$ cat src/rtl/gp_cmd_fetcher.sv
`default_nettype none
// ============================================================================
// Module      : gp_cmd_fetcher
// Description : Graphics-processor command-list reader. Once the CPU writes
//               the code pointer, it fetches command words one at a time,
//               decodes FILL / LINE / STOP and hands each command to the fill
//               or line engine over a valid/ready handshake.
// Revision    : 1.0 - initial release
// ============================================================================
module gp_cmd_fetcher #(
  parameter int ADDR_W  = 30,
  parameter int COORD_W = 10
) (
  input  logic               clk,
  input  logic               rst,
  input  logic [31:0]        gp_code_addr,
  input  logic               gp_code_we,
  input  logic [31:0]        gp_frame_addr,
  output logic               busy,
  output logic               done,
  output logic               err,
  output logic               mem_req,
  output logic [ADDR_W-1:0]  mem_addr,
  input  logic               mem_ready,
  input  logic               mem_rvalid,
  input  logic [31:0]        mem_rdata,
  output logic [31:0]        frame_base,
  output logic               fill_valid,
  input  logic               fill_ready,
  output logic [23:0]        fill_color,
  output logic               line_valid,
  input  logic               line_ready,
  output logic [23:0]        line_color,
  output logic [COORD_W-1:0] line_x0,
  output logic [COORD_W-1:0] line_y0,
  output logic [COORD_W-1:0] line_x1,
  output logic [COORD_W-1:0] line_y1
);

  typedef enum logic [2:0] {
    S_IDLE       = 3'd0,
    S_REQ        = 3'd1,
    S_WAIT       = 3'd2,
    S_DECODE     = 3'd3,
    S_ARG_REQ    = 3'd4,
    S_ARG_WAIT   = 3'd5,
    S_ISSUE_FILL = 3'd6,
    S_ISSUE_LINE = 3'd7
  } state_t;

  localparam logic [7:0]        c_OP_STOP  = 8'h00;
  localparam logic [7:0]        c_OP_FILL  = 8'h01;
  localparam logic [7:0]        c_OP_LINE  = 8'h02;
  localparam logic [ADDR_W-1:0] c_PTR_ONE  = {{(ADDR_W-1){1'b0}}, 1'b1};

  state_t              r_state;
  logic [ADDR_W-1:0]   r_ptr;         // word address of the next fetch
  logic [31:0]         r_word;        // header word under decode
  logic                r_arg_second;  // next LINE argument is the x1/y1 word

  // Byte-offset bits of the code pointer carry no meaning for word fetches.
  logic w_unused;
  assign w_unused = ^gp_code_addr[1:0];

  // Fetch/decode/issue sequencer; every output is a register written here.
  always_ff @(posedge clk or negedge rst) begin
    if (!rst) begin
      r_state      <= S_IDLE;
      r_ptr        <= '0;
      r_word       <= '0;
      r_arg_second <= 1'b0;
      busy         <= 1'b0;
      done         <= 1'b0;
      err          <= 1'b0;
      mem_req      <= 1'b0;
      mem_addr     <= '0;
      frame_base   <= '0;
      fill_valid   <= 1'b0;
      fill_color   <= '0;
      line_valid   <= 1'b0;
      line_color   <= '0;
      line_x0      <= '0;
      line_y0      <= '0;
      line_x1      <= '0;
      line_y1      <= '0;
    end else begin
      done <= 1'b0;
      case (r_state)
        S_IDLE: begin
          if (gp_code_we) begin
            r_ptr      <= gp_code_addr[ADDR_W+1:2];
            mem_addr   <= gp_code_addr[ADDR_W+1:2];
            frame_base <= gp_frame_addr;
            err        <= 1'b0;
            busy       <= 1'b1;
            mem_req    <= 1'b1;
            r_state    <= S_REQ;
          end
        end

        S_REQ, S_ARG_REQ: begin
          if (mem_ready) begin
            mem_req <= 1'b0;
            r_ptr   <= r_ptr + c_PTR_ONE;
            r_state <= (r_state == S_REQ) ? S_WAIT : S_ARG_WAIT;
          end
        end

        // Terminal opcodes are recognised at capture so that done/busy/err
        // are already registered during the DECODE cycle itself.
        S_WAIT: begin
          if (mem_rvalid) begin
            r_word  <= mem_rdata;
            r_state <= S_DECODE;
            if (mem_rdata[31:24] == c_OP_STOP) begin
              done <= 1'b1;
              busy <= 1'b0;
            end else if (mem_rdata[31:24] != c_OP_FILL &&
                         mem_rdata[31:24] != c_OP_LINE) begin
              err  <= 1'b1;
              busy <= 1'b0;
            end
          end
        end

        S_DECODE: begin
          case (r_word[31:24])
            c_OP_FILL: begin
              fill_color <= r_word[23:0];
              fill_valid <= 1'b1;
              r_state    <= S_ISSUE_FILL;
            end
            c_OP_LINE: begin
              line_color   <= r_word[23:0];
              r_arg_second <= 1'b0;
              mem_req      <= 1'b1;
              mem_addr     <= r_ptr;
              r_state      <= S_ARG_REQ;
            end
            default: r_state <= S_IDLE;
          endcase
        end

        S_ARG_WAIT: begin
          if (mem_rvalid) begin
            if (!r_arg_second) begin
              line_x0      <= mem_rdata[16 +: COORD_W];
              line_y0      <= mem_rdata[0 +: COORD_W];
              r_arg_second <= 1'b1;
              mem_req      <= 1'b1;
              mem_addr     <= r_ptr;
              r_state      <= S_ARG_REQ;
            end else begin
              line_x1    <= mem_rdata[16 +: COORD_W];
              line_y1    <= mem_rdata[0 +: COORD_W];
              line_valid <= 1'b1;
              r_state    <= S_ISSUE_LINE;
            end
          end
        end

        S_ISSUE_FILL: begin
          if (fill_ready) begin
            fill_valid <= 1'b0;
            mem_req    <= 1'b1;
            mem_addr   <= r_ptr;
            r_state    <= S_REQ;
          end
        end

        S_ISSUE_LINE: begin
          if (line_ready) begin
            line_valid <= 1'b0;
            mem_req    <= 1'b1;
            mem_addr   <= r_ptr;
            r_state    <= S_REQ;
          end
        end

        default: r_state <= S_IDLE;
      endcase
    end
  end

endmodule
`default_nettype wire

$ cat config.mk
export PLATFORM = sky130hd
export DESIGN_NAME = gp_cmd_fetcher
export DESIGN_NICKNAME = d
export VERILOG_FILES = /design/src/rtl/gp_cmd_fetcher.sv
export SDC_FILE = /design/constraint.sdc
export NUM_CORES = 1
export LEC_CHECK = 0
export BUFFER_PORTS_ARGS = -buffer_cell sky130_fd_sc_hd__buf_2
export CAP_MARGIN = 20
export CORE_MARGIN = 10
export CORE_UTILIZATION = 25
export DETAILED_ROUTE_END_ITERATION = 8
export PLACE_DENSITY = 0.53
export SETUP_SLACK_MARGIN = 0.05
export SLEW_MARGIN = 15
export SYNTH_ARGS = -nofsm -noshare
export SYNTH_HDL_FRONTEND = slang
export SYNTH_SLANG_ARGS = --single-unit
$ cat constraint.sdc
create_clock -name clk -period 2.95 [get_ports clk]
set_input_delay 0.1475 -clock clk [delete_from_list [all_inputs] [get_ports clk]]
set_output_delay 0.1475 -clock clk [all_outputs]
set_load 0.01 [all_outputs]
* After elaboration in Yosys (flattened, before gate mapping)
Index checks and enable logic that the tools add are counted.
Operators by class: equality and inequality tests 24, order comparisons 0, muxes and demuxes 49, add/sub/neg operators 1, reductions and logical operators 26, $mul 0, shift operators 0, bitwise gates (word level) 1, div/mod/pow operators 0
Operators with widths (count):
- 2-to-1 mux 30 bit | 7
- case mux 30 bit (5 select lines) | 1
- case mux 30 bit (2 select lines) | 1
- adder 30 x 1 -> 30 bit, second input constant | 1
- 2-to-1 mux 1 bit | 24
- inequality test 2 bit, second input constant | 12
- 2-to-1 mux 3 bit | 7
- case mux 3 bit (7 select lines) | 1
- AND reduction 3 bit | 5
- == test 3 bit, second input constant | 4
- case mux 1 bit (2 select lines) | 5
- nonzero test 2 bit | 5
- == test 8 x 1 -> 1 bit, second input constant | 1
- == test 8 x 2 -> 1 bit, second input constant | 1
- zero test 8 bit | 1
- inequality test 8 x 1 -> 1 bit, second input constant | 1
- inequality test 8 x 2 -> 1 bit, second input constant | 1
- AND reduction 2 bit | 4
- AND reduction 4 bit | 2
- AND reduction 8 bit | 1
- AND reduction 7 bit | 1
- == test 3 x 2 -> 1 bit, second input constant | 2
- case mux 1 bit (6 select lines) | 1
- case mux 3 bit (2 select lines) | 1
- other kinds (11) | 11
Word-level totals: memories 0, flip-flop bits (word level) 222, latch bits 0, RAM bits 0, ROM bits 0, input port bits 103

* Depth between registers and ports, before layout
depth after elaboration 6, gate-level depth with buffers 8, mapped depth without buffers 5

* Worst setup path after synthesis
Ideal clock, no wire load.
path type reg2reg, from register r_state[0], to register mem_addr[10], buffers on the path 3, library setup time 125 ps, cell stages (with the launch flop) 8, path slack 853 ps, arrival 1971 ps, cell sequence dfrtp_1 -> buf_6 -> or4b_4 -> buf_6 -> o211a_4 -> nor3_4 -> buf_6 -> mux2_4
On the way: word-level cells in the longest chain between the ends 3, elaborated cells between the ends (all ways) 14, those cells by class 10 x eq/ne; 1 x mux; 3 x reduce/logical
Ends and longest elaborated chain:
- from (decl) | RTL line 56 | state_t r_state;
- from (signal assigned) | RTL line 105 | r_state <= (r_state == S_REQ) ? S_WAIT : S_ARG_WAIT;
- == test 3 bit (tied with other cells) | RTL line 88 | case (r_state)
- nonzero test 5 bit (no source line) or inequality test 2 bit (tied branches)
- AND reduction 7 bit (no source line)
- to (signal assigned) | RTL line 92 | mem_addr <= gp_code_addr[ADDR_W+1:2];
- to (signal assigned) | RTL line 137 | mem_addr <= r_ptr;
- to (signal assigned) | RTL line 151 | mem_addr <= r_ptr;
- to (decl) | RTL line 23 | output logic [ADDR_W-1:0] mem_addr,
Parallel ways exist; a longest one is shown, timed or not. A chain may end at the register's enable or synchronous reset.

* Worst setup path in the final report
from register r_state[2], to register r_ptr[26]
On the way: word-level cells in the longest chain between the ends 4, elaborated cells between the ends (all ways) 9, those cells by class 4 x eq/ne; 1 x mux; 4 x reduce/logical
Ends and longest elaborated chain:
- == test 3 x 1 -> 1 bit or == test 3 bit (tied branches) | RTL line 88
- OR reduction 2 bit | RTL line 88
- inequality test 2 bit (no source line) or nonzero test 2 bit (tied branches)
- AND reduction 3 bit (no source line)
- to (signal assigned) | RTL line 91 | r_ptr <= gp_code_addr[ADDR_W+1:2];
- to (signal assigned) | RTL line 104 | r_ptr <= r_ptr + c_PTR_ONE;
- to (decl) | RTL line 57 | logic [ADDR_W-1:0] r_ptr;
Parallel ways exist; a longest one is shown, timed or not.

==> results.sh <==
export IMPL_outcome="finished, final reports clean"
export IMPL_synth_top_area_share=0.5524
export IMPL_final_cell_mix="buf_2, dfrtp_1, mux2_2"
export IMPL_finalCritPeriodShare=0.7960
export IMPL_critPathArrivalTime_ns=2.78
export IMPL_via_per_inst=4.624
export IMPL_yosysSeqAreaShare=0.5524
export IMPL_core_area_sq_mm=0.03973
export IMPL_whs_ns=0.03140
export IMPL_grt_overflow=0
export IMPL_clock_fmax_ghz=0.4258
export IMPL_fin_crit_ns=2.348
export IMPL_synth_flop_cell="dfrtp_1"
export IMPL_peakVddDrop_v=0.0005883
export IMPL_end_kind="flop"
export IMPL_tns_ns=0
export IMPL_avgSynthCellArea_sq_um=12.03
export IMPL_yosys_area_top_type="dfrtp_1"
export IMPL_drc=0
export IMPL_drtPass1Iterations=5
export IMPL_h_tree_depth=1
export IMPL_clk_latency_ns=0.55
export IMPL_root_buffer="clkbuf_16"
export IMPL_worst_pin_slew_ns=0.8254
export IMPL_grt_pass1_wl_mm=50.41
export IMPL_rows=73
export IMPL_synth_fp_nets=940
export IMPL_clkSinkCount=222
export IMPL_grt_usage=0.1306
export IMPL_report_final_hold_viol_count=0
export IMPL_fin_skew_ns=0.01222
export IMPL_syn2layout_area_growth_pct=38.49
export IMPL_cts_resized=0
export IMPL_cts_tree="built"
export IMPL_syn_area_sq_mm=0.01006
export IMPL_clkTransAtPathRegs_ns=0.06
export IMPL_cp_max_fo=17
export IMPL_layout_drive_gt1_share=0.4272
export IMPL_p_leak_nw=6.637
export IMPL_async_reset_ff_frac=1.000
export IMPL_layout_nets=1291
export IMPL_power_density_mw_per_mm2=1022
export IMPL_ant_nets=0
export IMPL_antenna_found_initial=3
export IMPL_mostFrequentLayoutCell="buf_2"
export IMPL_rsz0062_at_grt="no"
export IMPL_vias=8022
export IMPL_seqCellArea_sq_mm=0.005555
export IMPL_synth_edff_count=0
export IMPL_synth_warnings=0
export IMPL_finalSetupViolations=0
export IMPL_required_ns=3.39
export IMPL_yosys_top_cells_area="dfrtp_1, mux2_2, nand2_1"
export IMPL_post_dp_cell_area_sq_mm=0.01205
export IMPL_initial_utilization=0.2531
export IMPL_stdcell_area_sq_mm=0.01393
export IMPL_synth_cell_types=66
export IMPL_die_y_microns=220.6
export IMPL_yosys_register_bits=222
export IMPL_globalplace_congestion=0.8172
export IMPL_fin_ws_ns=0.6017
export IMPL_wl_per_cell_microns=18.84
export IMPL_ioPinCount=259
export IMPL_numPortBuffers=256
export IMPL_syn_instance_count=836
export IMPL_drt_first_iter_violations=371
export IMPL_path_class="reg2reg"
export IMPL_relSlewSlack=0.4470
export IMPL_holdCritPathClass="in2reg"
export IMPL_fillers=3917
export IMPL_cts_buffer_depth=3
export IMPL_die_x_microns=220.6
export IMPL_multi_input_area_sq_mm=0.004234
export IMPL_first_global_vias=8469
export IMPL_slew_violations=0
export IMPL_start_kind="flop"
export IMPL_dieArea_sq_mm=0.04865
export IMPL_dp_hpwl_mm=22.35
export IMPL_cts_inserted_buffers=28
export IMPL_routed_wirelength_mm=32.69
export IMPL_grt_max_degree=83
export IMPL_pre_cts_slack_ns=0.5848
export IMPL_drv_cap=0
-- power by group --
part	switching, mW	internal (mW)
clock network	1.35	2.10
logic	2.83	2.63
registers	1.01	4.32
total	5.19	9.05
-- flip-flops by register name, summed over array words and instances, names as in the netlist, 3 cells and up --
name and flops:
frame_base 32, r_word 32, mem_addr 30, r_ptr 30, fill_color 24, line_color 24
line_x0 10, line_x1 10, line_y0 10, line_y1 10, r_state 3
-- worst max-delay path, stage by stage (launching register included) --
cell and delay [ns]:
dfrtp_1 0.60, xnor2_2 0.74, buf_4 0.31, nor3_1 0.06, and4_1 0.20, a311o_1 0.30
-- final timing paths --
| kind | startpoint | to | slack, ns | cells past startpoint |
|---|---|---|---|---|
| max | r_state[2] | r_ptr[26] | 0.60 | 5 |
| min | gp_code_addr[27] | r_ptr[25] | 0.03 | 4 |
| max reg2reg | r_state[2] | r_ptr[26] | 0.60 | 5 |
| min reg2reg | frame_base[17] | frame_base[17] | 0.47 | 2 |
| max in group asynchronous | rst | mem_addr[3] | 1.94 | 3 |
| min in group asynchronous | rst | fill_color[10] | 0.15 | 2 |
-- through the flow --
| step | utilization | std cells | power (mW) |
|---|---|---|---|
| 6_report | 0.3506 | 1735 | 14.23 |
| 5_1_grt | 0.3505 | 1734 | 15.22 |
| 4_1_cts | 0.3504 | 1733 | 14.46 |
| 3_5_place_dp | 0.3034 | 1588 | 10.81 |
| 3_3_place_gp | 0.3034 | 1588 | 10.71 |
| 2_1_floorplan | - | 836 | 8.665 |
-- logic make-up after synthesis --
logic type,share of synthesized area
AO/OA/AOI/OAI,0.07863
XOR/XNOR,0.002613
adder cells (fa/ha/maj),0.001244
buffers and inverters,0.02899
flip-flops,0.5524
multiplexers,0.2083
AND/OR/NAND/NOR,0.1279
-- synth_stat cells (10+ instances only) --
cell	instances
dfrtp_1	222
mux2_2	170
nand2_1	121
clkbuf_1	30
nand3_1	21
a21oi_1	19
nand4_1	18
nor3_1	18
o21ai_0	16
buf_2	14
nor2_1	14
nor4_1	13
o211ai_1	13
and4_1	10
mux2_4	10
-- layout make-up --
class                   instances  area share
clock buffers                  43     0.05947
clock inverters                 8    0.007186
flip-flops and latches        222      0.3988
well taps                     525     0.04716
repair buffers                377      0.1811
inverters                       7    0.001886
diodes                          2   0.0003593
multi-input cells             551      0.3040
-- per-layer routing --
layer  track usage  wire [microns]  vias to the layer above
met5             0               7                        -
met4       0.03922             891                        2
met3       0.04397            2791                       47
met2        0.2164           15650                      251
met1        0.1581           13350                     3950
li1              -               -                     3772
-- timing repair --
item                                   in CTS  in global routing
setup buffers                               0                  0
hold buffers                               94                  0
endpoints found under the hold margin     236                  0
(Power assumes the default switching activity.)
